## config.mk

```make
export PLATFORM = sky130hd
export DESIGN_NAME = fetch_unit
export DESIGN_NICKNAME = d
export VERILOG_FILES = /design/src/rtl/fetch_unit.sv
export SDC_FILE = /design/constraint.sdc
export NUM_CORES = 1
export LEC_CHECK = 0
export CAP_MARGIN = 20
export CORE_AREA = 2 2 147 149
export CTS_CLUSTER_SIZE = 14
export DETAILED_ROUTE_END_ITERATION = 10
export DIE_AREA = 0 0 149 151
export SLEW_MARGIN = 20
export SYNTH_ARGS = -nofsm -noshare
export SYNTH_HDL_FRONTEND = slang
export SYNTH_SLANG_ARGS = --single-unit
```

## constraint.sdc

```tcl
create_clock -name clk -period 5.4 [get_ports clk]
set_input_delay 0.81 -clock clk [delete_from_list [all_inputs] [get_ports clk]]
set_output_delay 0.81 -clock clk [all_outputs]
set_load 0.1 [all_outputs]
```

## src/rtl/fetch_unit.sv

```systemverilog
// rtl/fetch_unit.sv - instruction fetch stage: PC, imem requests, instruction buffer, decode handoff
module fetch_unit #(
  parameter int                ADDR_W     = 16,
  parameter int                INSTR_W    = 16,
  parameter int                FIFO_DEPTH = 4,
  parameter logic [ADDR_W-1:0] RESET_PC   = '0
) (
  input  logic                        clk,
  input  logic                        reset,
  input  logic                        stall,
  input  logic                        is_branch_taken,
  input  logic [ADDR_W-1:0]           branch_target,
  output logic                        imem_req,
  output logic [ADDR_W-1:0]           imem_addr,
  input  logic [INSTR_W-1:0]          imem_rdata,
  output logic [INSTR_W-1:0]          instr,
  output logic [ADDR_W-1:0]           pc_out,
  output logic                        instr_valid,
  output logic [$clog2(FIFO_DEPTH):0] fifo_count
);

  localparam int PTR_W = $clog2(FIFO_DEPTH);
  localparam int CNT_W = PTR_W + 1;
  localparam logic [CNT_W:0] DEPTH_C = (CNT_W + 1)'(FIFO_DEPTH);

  logic [ADDR_W-1:0]  pc;
  logic               inflight;
  logic [ADDR_W-1:0]  req_addr;

  logic [INSTR_W-1:0] buf_data [FIFO_DEPTH];
  logic [ADDR_W-1:0]  buf_addr [FIFO_DEPTH];
  logic [PTR_W-1:0]   wr_ptr;
  logic [PTR_W-1:0]   rd_ptr;
  logic [CNT_W-1:0]   count;

  logic               push;
  logic               pop;
  logic               fifo_empty;
  logic [CNT_W:0]     credit_use;

  assign fifo_empty = (count == '0);

  // A branch kills the response landing this cycle and blocks any pop.
  assign push = inflight & ~is_branch_taken;
  assign pop  = ~is_branch_taken & ~stall & ~fifo_empty;

  // Buffered entries plus the outstanding read, less what leaves this cycle,
  // must leave room for one more word or the request would overflow the FIFO.
  assign credit_use = {1'b0, count} + {{CNT_W{1'b0}}, inflight} - {{CNT_W{1'b0}}, pop};

  assign imem_req   = reset & ~is_branch_taken & (credit_use < DEPTH_C);
  assign imem_addr  = pc;
  assign fifo_count = count;

  // PC advance / redirect and tracking of the single outstanding read.
  always_ff @(posedge clk or negedge reset) begin
    if (!reset) begin
      pc       <= RESET_PC;
      inflight <= 1'b0;
      req_addr <= '0;
    end else begin
      inflight <= imem_req;
      if (is_branch_taken) begin
        pc <= branch_target;
      end else if (imem_req) begin
        pc       <= pc + ADDR_W'(1);
        req_addr <= pc;
      end
    end
  end

  // Buffer pointers and occupancy; a branch empties the buffer outright.
  always_ff @(posedge clk or negedge reset) begin
    if (!reset) begin
      wr_ptr <= '0;
      rd_ptr <= '0;
      count  <= '0;
    end else if (is_branch_taken) begin
      wr_ptr <= '0;
      rd_ptr <= '0;
      count  <= '0;
    end else begin
      if (push) wr_ptr <= wr_ptr + PTR_W'(1);
      if (pop)  rd_ptr <= rd_ptr + PTR_W'(1);
      case ({push, pop})
        2'b10:   count <= count + CNT_W'(1);
        2'b01:   count <= count - CNT_W'(1);
        default: count <= count;
      endcase
    end
  end

  // Buffer storage holds the returned word alongside the address it was read from.
  always_ff @(posedge clk) begin
    if (push) begin
      buf_data[wr_ptr] <= imem_rdata;
      buf_addr[wr_ptr] <= req_addr;
    end
  end

  // Decode-facing register: load head on pop, bubble when empty, hold on stall.
  always_ff @(posedge clk or negedge reset) begin
    if (!reset) begin
      instr       <= '0;
      pc_out      <= '0;
      instr_valid <= 1'b0;
    end else if (is_branch_taken) begin
      instr       <= '0;
      instr_valid <= 1'b0;
    end else if (!stall) begin
      if (!fifo_empty) begin
        instr       <= buf_data[rd_ptr];
        pc_out      <= buf_addr[rd_ptr];
        instr_valid <= 1'b1;
      end else begin
        instr       <= '0;
        instr_valid <= 1'b0;
      end
    end
  end

endmodule

```

# Word-level counts from Yosys, hierarchy flattened
# Memory sizes are Yosys's and may differ from the RTL's. A register that Yosys moved wholly into a read port is not among the register bits.
# Cells that the tools add are included.
word_totals:
  reg_bits: 57
  ram_bits: 128
  out_inout_bits: 53
  wordCells: 53
  mem_count: 2
classes:
  addsub: 7
  n_lt_le_gt_ge: 1
  n_eq_ne: 3
  muxes: 16
  bitwise: 8
  n_reduce_logical: 8
memory_table:
  columns: ["name", "words", "word_bits", "rd", "rd_clocked_by_memory_dff", "write_ports", "line", "source"]
  rows:
  - ["buf_addr", 4, 16, 1, 1, 1, "31", "logic [ADDR_W-1:0] buf_addr [FIFO_DEPTH];"]
  - ["buf_data", 4, 16, 1, 0, 1, "30", "logic [INSTR_W-1:0] buf_data [FIFO_DEPTH];"]
op_table:
  columns: ["operator", "n"]
  rows:
  - ["two-way mux 16 bit", 5]
  - ["adder 16 x 1 -> 16 bit (second input constant)", 1]
  - ["two-way mux 2 bit", 4]
  - ["one-hot mux 3 bit (2 select lines)", 1]
  - ["nonzero test 2 bit", 3]
  - ["AND 1 bit", 5]
  - ["two-way mux 1 bit", 5]
  - ["adder 2 x 1 -> 2 bit (second input constant)", 2]
  - ["adder 3 x 1 -> 4 bit", 1]
  - ["less-than comparator 4 x 3 -> 1 bit (second input constant)", 1]
  - ["subtractor 4 x 1 -> 4 bit", 1]
  - ["adder 3 x 1 -> 3 bit (second input constant)", 1]
  - ["zero test 3 bit", 1]
  - ["two-way mux 3 bit", 1]
  - ["NOT 1 bit", 3]
  - ["AND reduction 3 bit", 1]
  - ["nonzero test 3 bit", 1]
  - ["subtractor 3 x 1 -> 3 bit (second input constant)", 1]
  - ["equality test 2 x 1 -> 1 bit (second input constant)", 1]
  - ["equality test 2 bit (second input constant)", 1]
  - ["!= test 2 x 1 -> 1 bit (second input constant)", 1]
  - ["AND reduction 2 bit", 1]
  - ["zero test 1 bit", 1]

# Depth between registers and ports, before layout
depth:
  depth_word: 8
  mapped_depth: 15

# Worst setup path before layout
# No wires, ideal clock.
synth_timing:
  kind: "flip-flop to output port"
  from: "reg count[2] (netlist: fifo_count[2])"
  to: "out imem_req"
  arrival_ps: 3706
  path_slack_ps: 884
  path_stages_with_launch: 15
  cell_sequence: "dfrtp_1 -> buf_2 -> or3_1 -> clkbuf_1 -> nand2_1 -> inv_2 -> clkbuf_1 -> ha_1 -> inv_1 -> ha_1 -> and3b_1 -> buf_6 -> or4_4 -> nand2_2 -> buf_6"
synth_between:
  elab_chain_cells: 6
synth_rtl:
  columns: ["item", "line", "source"]
  rows:
  - ["from (decl)", "34", "logic [CNT_W-1:0] count;"]
  - ["from (signal assigned)", "86", "2'b10: count <= count + CNT_W'(1);"]
  - ["from (signal assigned)", "87", "2'b01: count <= count - CNT_W'(1);"]
  - ["from (signal assigned)", "88", "default: count <= count;"]
  - ["branches (longest 3 deep; another with adder 3 x 1 -> 4 bit)", null, null]
  - ["subtractor 4 x 1 -> 4 bit *", "49", "assign credit_use = {1'b0, count} + {{CNT_W{1'b0}}, inflight} - {{CNT_W{1'b0}}, pop};"]
  - ["less-than comparator 4 x 3 -> 1 bit *", "51", "assign imem_req = reset & ~is_branch_taken & (credit_use < DEPTH_C);"]
  - ["AND 1 bit *", "51", null]
  - ["to (decl)", "13", "output logic imem_req,"]
# Mark *: on every way between the ends.

# Worst setup path in the final report
layout_timing:
  from: "in stall"
  to: "out imem_req"
layout_between:
  elab_chain_cells: 6
layout_rtl:
  columns: ["item", "line", "source"]
  rows:
  - ["from (decl)", "10", "input logic stall,"]
  - ["NOT 1 bit (no line)", null, null]
  - ["AND 1 bit (2 in series)", "45", "assign pop = ~is_branch_taken & ~stall & ~fifo_empty;"]
  - ["subtractor 4 x 1 -> 4 bit", "49", null]
  - ["less-than comparator 4 x 3 -> 1 bit", "51", null]
  - ["AND 1 bit", "51", null]
# Every way passes these cells.

==> metrics.yaml <==
synthesis:
  ys_seq_area_share_pct: 68.4
  synth_edf_count: 128
  avgSynthCellArea_um2: 15.6
  synth_common_cells: "edfxtp_1 (128), dfrtp_1 (73), nand2_1 (62)"
  async_reset_ff_share_pct: 36.3
  yosysTopAreaCell: "edfxtp_1"
  synthFlopType: "edfxtp_1"
  synth_warnings: 0
  synth_top_cell_area_share_pct: 46.4
  ys_types: 57
  netlist_area_mm2: 0.00829
  yosysMostFrequentCell: "edfxtp_1"
  synth_cells: 531
  synth_fp_nets: 576
  synthTopCellsByArea: "edfxtp_1 (46%), dfrtp_1 (22%), mux4_2 (8.7%), nand2_1 (2.8%), a22o_1 (2.2%)"
  synth_seq_cells: 201
cells_and_area:
  synthToLayoutAreaGrowth_pct: 22.1
  nFillCells: 1816
  layout-drive-gt1-share_pct: 13.8
  antennaDiodeCount: 0
  ff_latch_area_mm2: 0.00567
  layout.nets: 667
  utilization_pct: 48.6
  design_area_mm2: 0.0101
  multiInputGateArea_mm2: 0.00243
  instances_no_fill: 913
timing:
  skew_ps: 7.92
  fmax_ghz: 0.217
  rsz0062_at_grt: "false"
  worst_hold_slack_ps: 266
  finalSetupViolCount: 0
  tns_ps: 0
  drv_slew: 0
  worst_pin_slew_ps: 1040
  fin_crit_sh_pct: 85.4
  final.min_clock_period_ps: 4610
  layout_setup_ws_ps: 790
  max_slew_margin_pct: 30.4
  hold_violations: 0
critical_path:
  cp-start-kind: "input port"
  critPathCaptureType: "output port"
  critical_path_cell_count: 11
  critical-path-top-delay-family: "simple AND/OR/NAND/NOR gates"
  worst-path-buf-inv: 4
  slowest_delay_ps: 560
  crit_chain: "clkdlybuf4s50_1 > nor2_1 > nand2_1 > inv_2 > ha_1 > inv_1 > ha_1 > and3b_1 > or4_4 > nand2_2 > buf_12"
  cpMostUsedCell: "ha_1"
  crit_path_top_delay_cell: "or4_4"
  rr_worst_depth: 10
  crit_type: "in2out"
  worstReg2RegEnd: "imem_addr[10]"
  critPathArrivalTime_ps: 3800
  crit_path_start: "stall"
  rr_startpoint: "fifo_count[2]"
  critPathMaxFanout: 17
  reg2reg_slack_ps: 2070
  required_ps: 4590
  cp-endpoint: "imem_req"
clock_tree:
  cts_resized: 0
  cts_setup_buffers: 0
  cts.clk_slew.worst_paths_ps: 60
  cts_buffers: 22
  clockRootBuffer: "clkbuf_16"
  clock_sinks: 201
  h-tree-depth: 1
  hold_buffers: 0
  cts_tree: "done"
  cts.path.max_buffers: 3
  worstSkewPairLatency_ps: 490
floorplanning:
  die_h_um: 151
  io_pins: 89
  row_count: 53
  initial_core_util_pct: 39.8
  dieArea_mm2: 0.0225
  core_region_area_mm2: 0.0208
  die_w_um: 149
global_route:
  grt_max_degree: 55
  track_usage_pct: 16.2
  grt_pass1_vias: 5189
  grt_pass1_wl_mm: 28.2
  antenna_found_initial: 0
  overflow: 0
drt:
  wl_per_cell_um: 19.7
  drc_errors: 0
  viasPerCell: 5.47
  drt_pre_antenna_iters: 4
  routed_wl_mm: 18.0
  vias: 4995
  drtIter0Drc: 367
  ant_nets: 0
place:
  place_congestion: 0.804
  pre_cts_slack_ps: 844
  place.port_buffers: 88
  placed_area_mm2: 0.00945
  hpwl_mm: 11.2
  dp_cells: 872
flow_run:
  maxCapViolCount: 0
power_and_ir_drop:
  peakVddDrop_mv: 0.294
  power_density_mw_per_mm2: 496
  p_total_mw: 5.03
  power_leakage_nw: 3.63
worst_hold_path:
  min_path_type: "in2async"
run_status:
  status: "completed"
[state kept, by name, summed over array words and instances, names as in the netlist]
| register | cells |
|---|---|
| buf_data | 64 |
| fifo_count | 3 |
| req_addr | 16 |
| wr_ptr | 2 |
| imem_addr | 16 |
| pc_out | 16 |
| rd_ptr | 2 |
| inflight | 1 |
| buf_addr | 64 |
| instr_valid | 1 |
| instr | 16 |
[report_power, final]
group	internal, mW	switching [mW]
logic	0.445	1.07
registers	1.91	0.223
clock network	0.806	0.569
[cell usage in the layout, fill, tap and decap left out, types with 7 or more instances in the layout]
master           instances
edfxtp_1               128
mux4_2                  32
clkinv_1                 7
nor2b_1                 12
clkdlybuf4s50_1         86
o21ai_0                  9
buf_4                   12
nand2_1                 62
mux2_2                   8
clkbuf_16               23
mux2_1                   7
inv_1                    8
nor2_1                  14
ha_1                     8
a21oi_1                  9
dfrtp_1                 72
nand3_1                 22
a22o_1                  21
[worst reg2reg max path: stages (launching register included)]
cell and delay [ps]:
dfrtp_1 480, or3_1 510, nand2_1 140, inv_2 40
ha_1 180, inv_1 60, ha_1 210, and3b_1 250
nor4_2 780, nor2_1 230, a211o_1 320
[cells by family (layout without fill, tap and decap cells)]
| family | after synthesis | in the layout | synth area share (%) |
|---|---|---|---|
| flops | 201 | 201 | 68.4 |
| simple gates | 152 | 152 | 9.34 |
| compound gates | 72 | 72 | 6.90 |
| mux | 50 | 50 | 11.1 |
| buf+inv | 42 | 149 | 2.29 |
| fa+ha+maj | 9 | 9 | 1.45 |
| xor+xnor | 5 | 5 | 0.528 |
[worst min path at each step]
stage,end
6_report,pc_out[8]
5_1_grt,instr[3]
4_1_cts,pc_out[8]
3_5_place_dp,pc_out[9]
3_3_place_gp,pc_out[9]
2_1_floorplan,buf_addr[0][10]
[layer usage]
metal	track usage (%)	vias to the layer above	share of wire, %
li1	-	2252	-
met2	27.4	142	49
met5	0	-	0
met1	22.1	2572	45
met4	3.57	0	1.6
met3	2.77	29	5.0
[area by class of cell]
type | count | area share, %
repair buffers | 100 | 9.66
multi-input cells | 288 | 24.0
well taps | 275 | 3.40
inverters | 9 | 0.334
clock buffers | 31 | 6.18
flip-flops and latches | 201 | 56.0
clock inverters | 9 | 0.420
No activity file was read; power rests on OpenSTA's default activity.
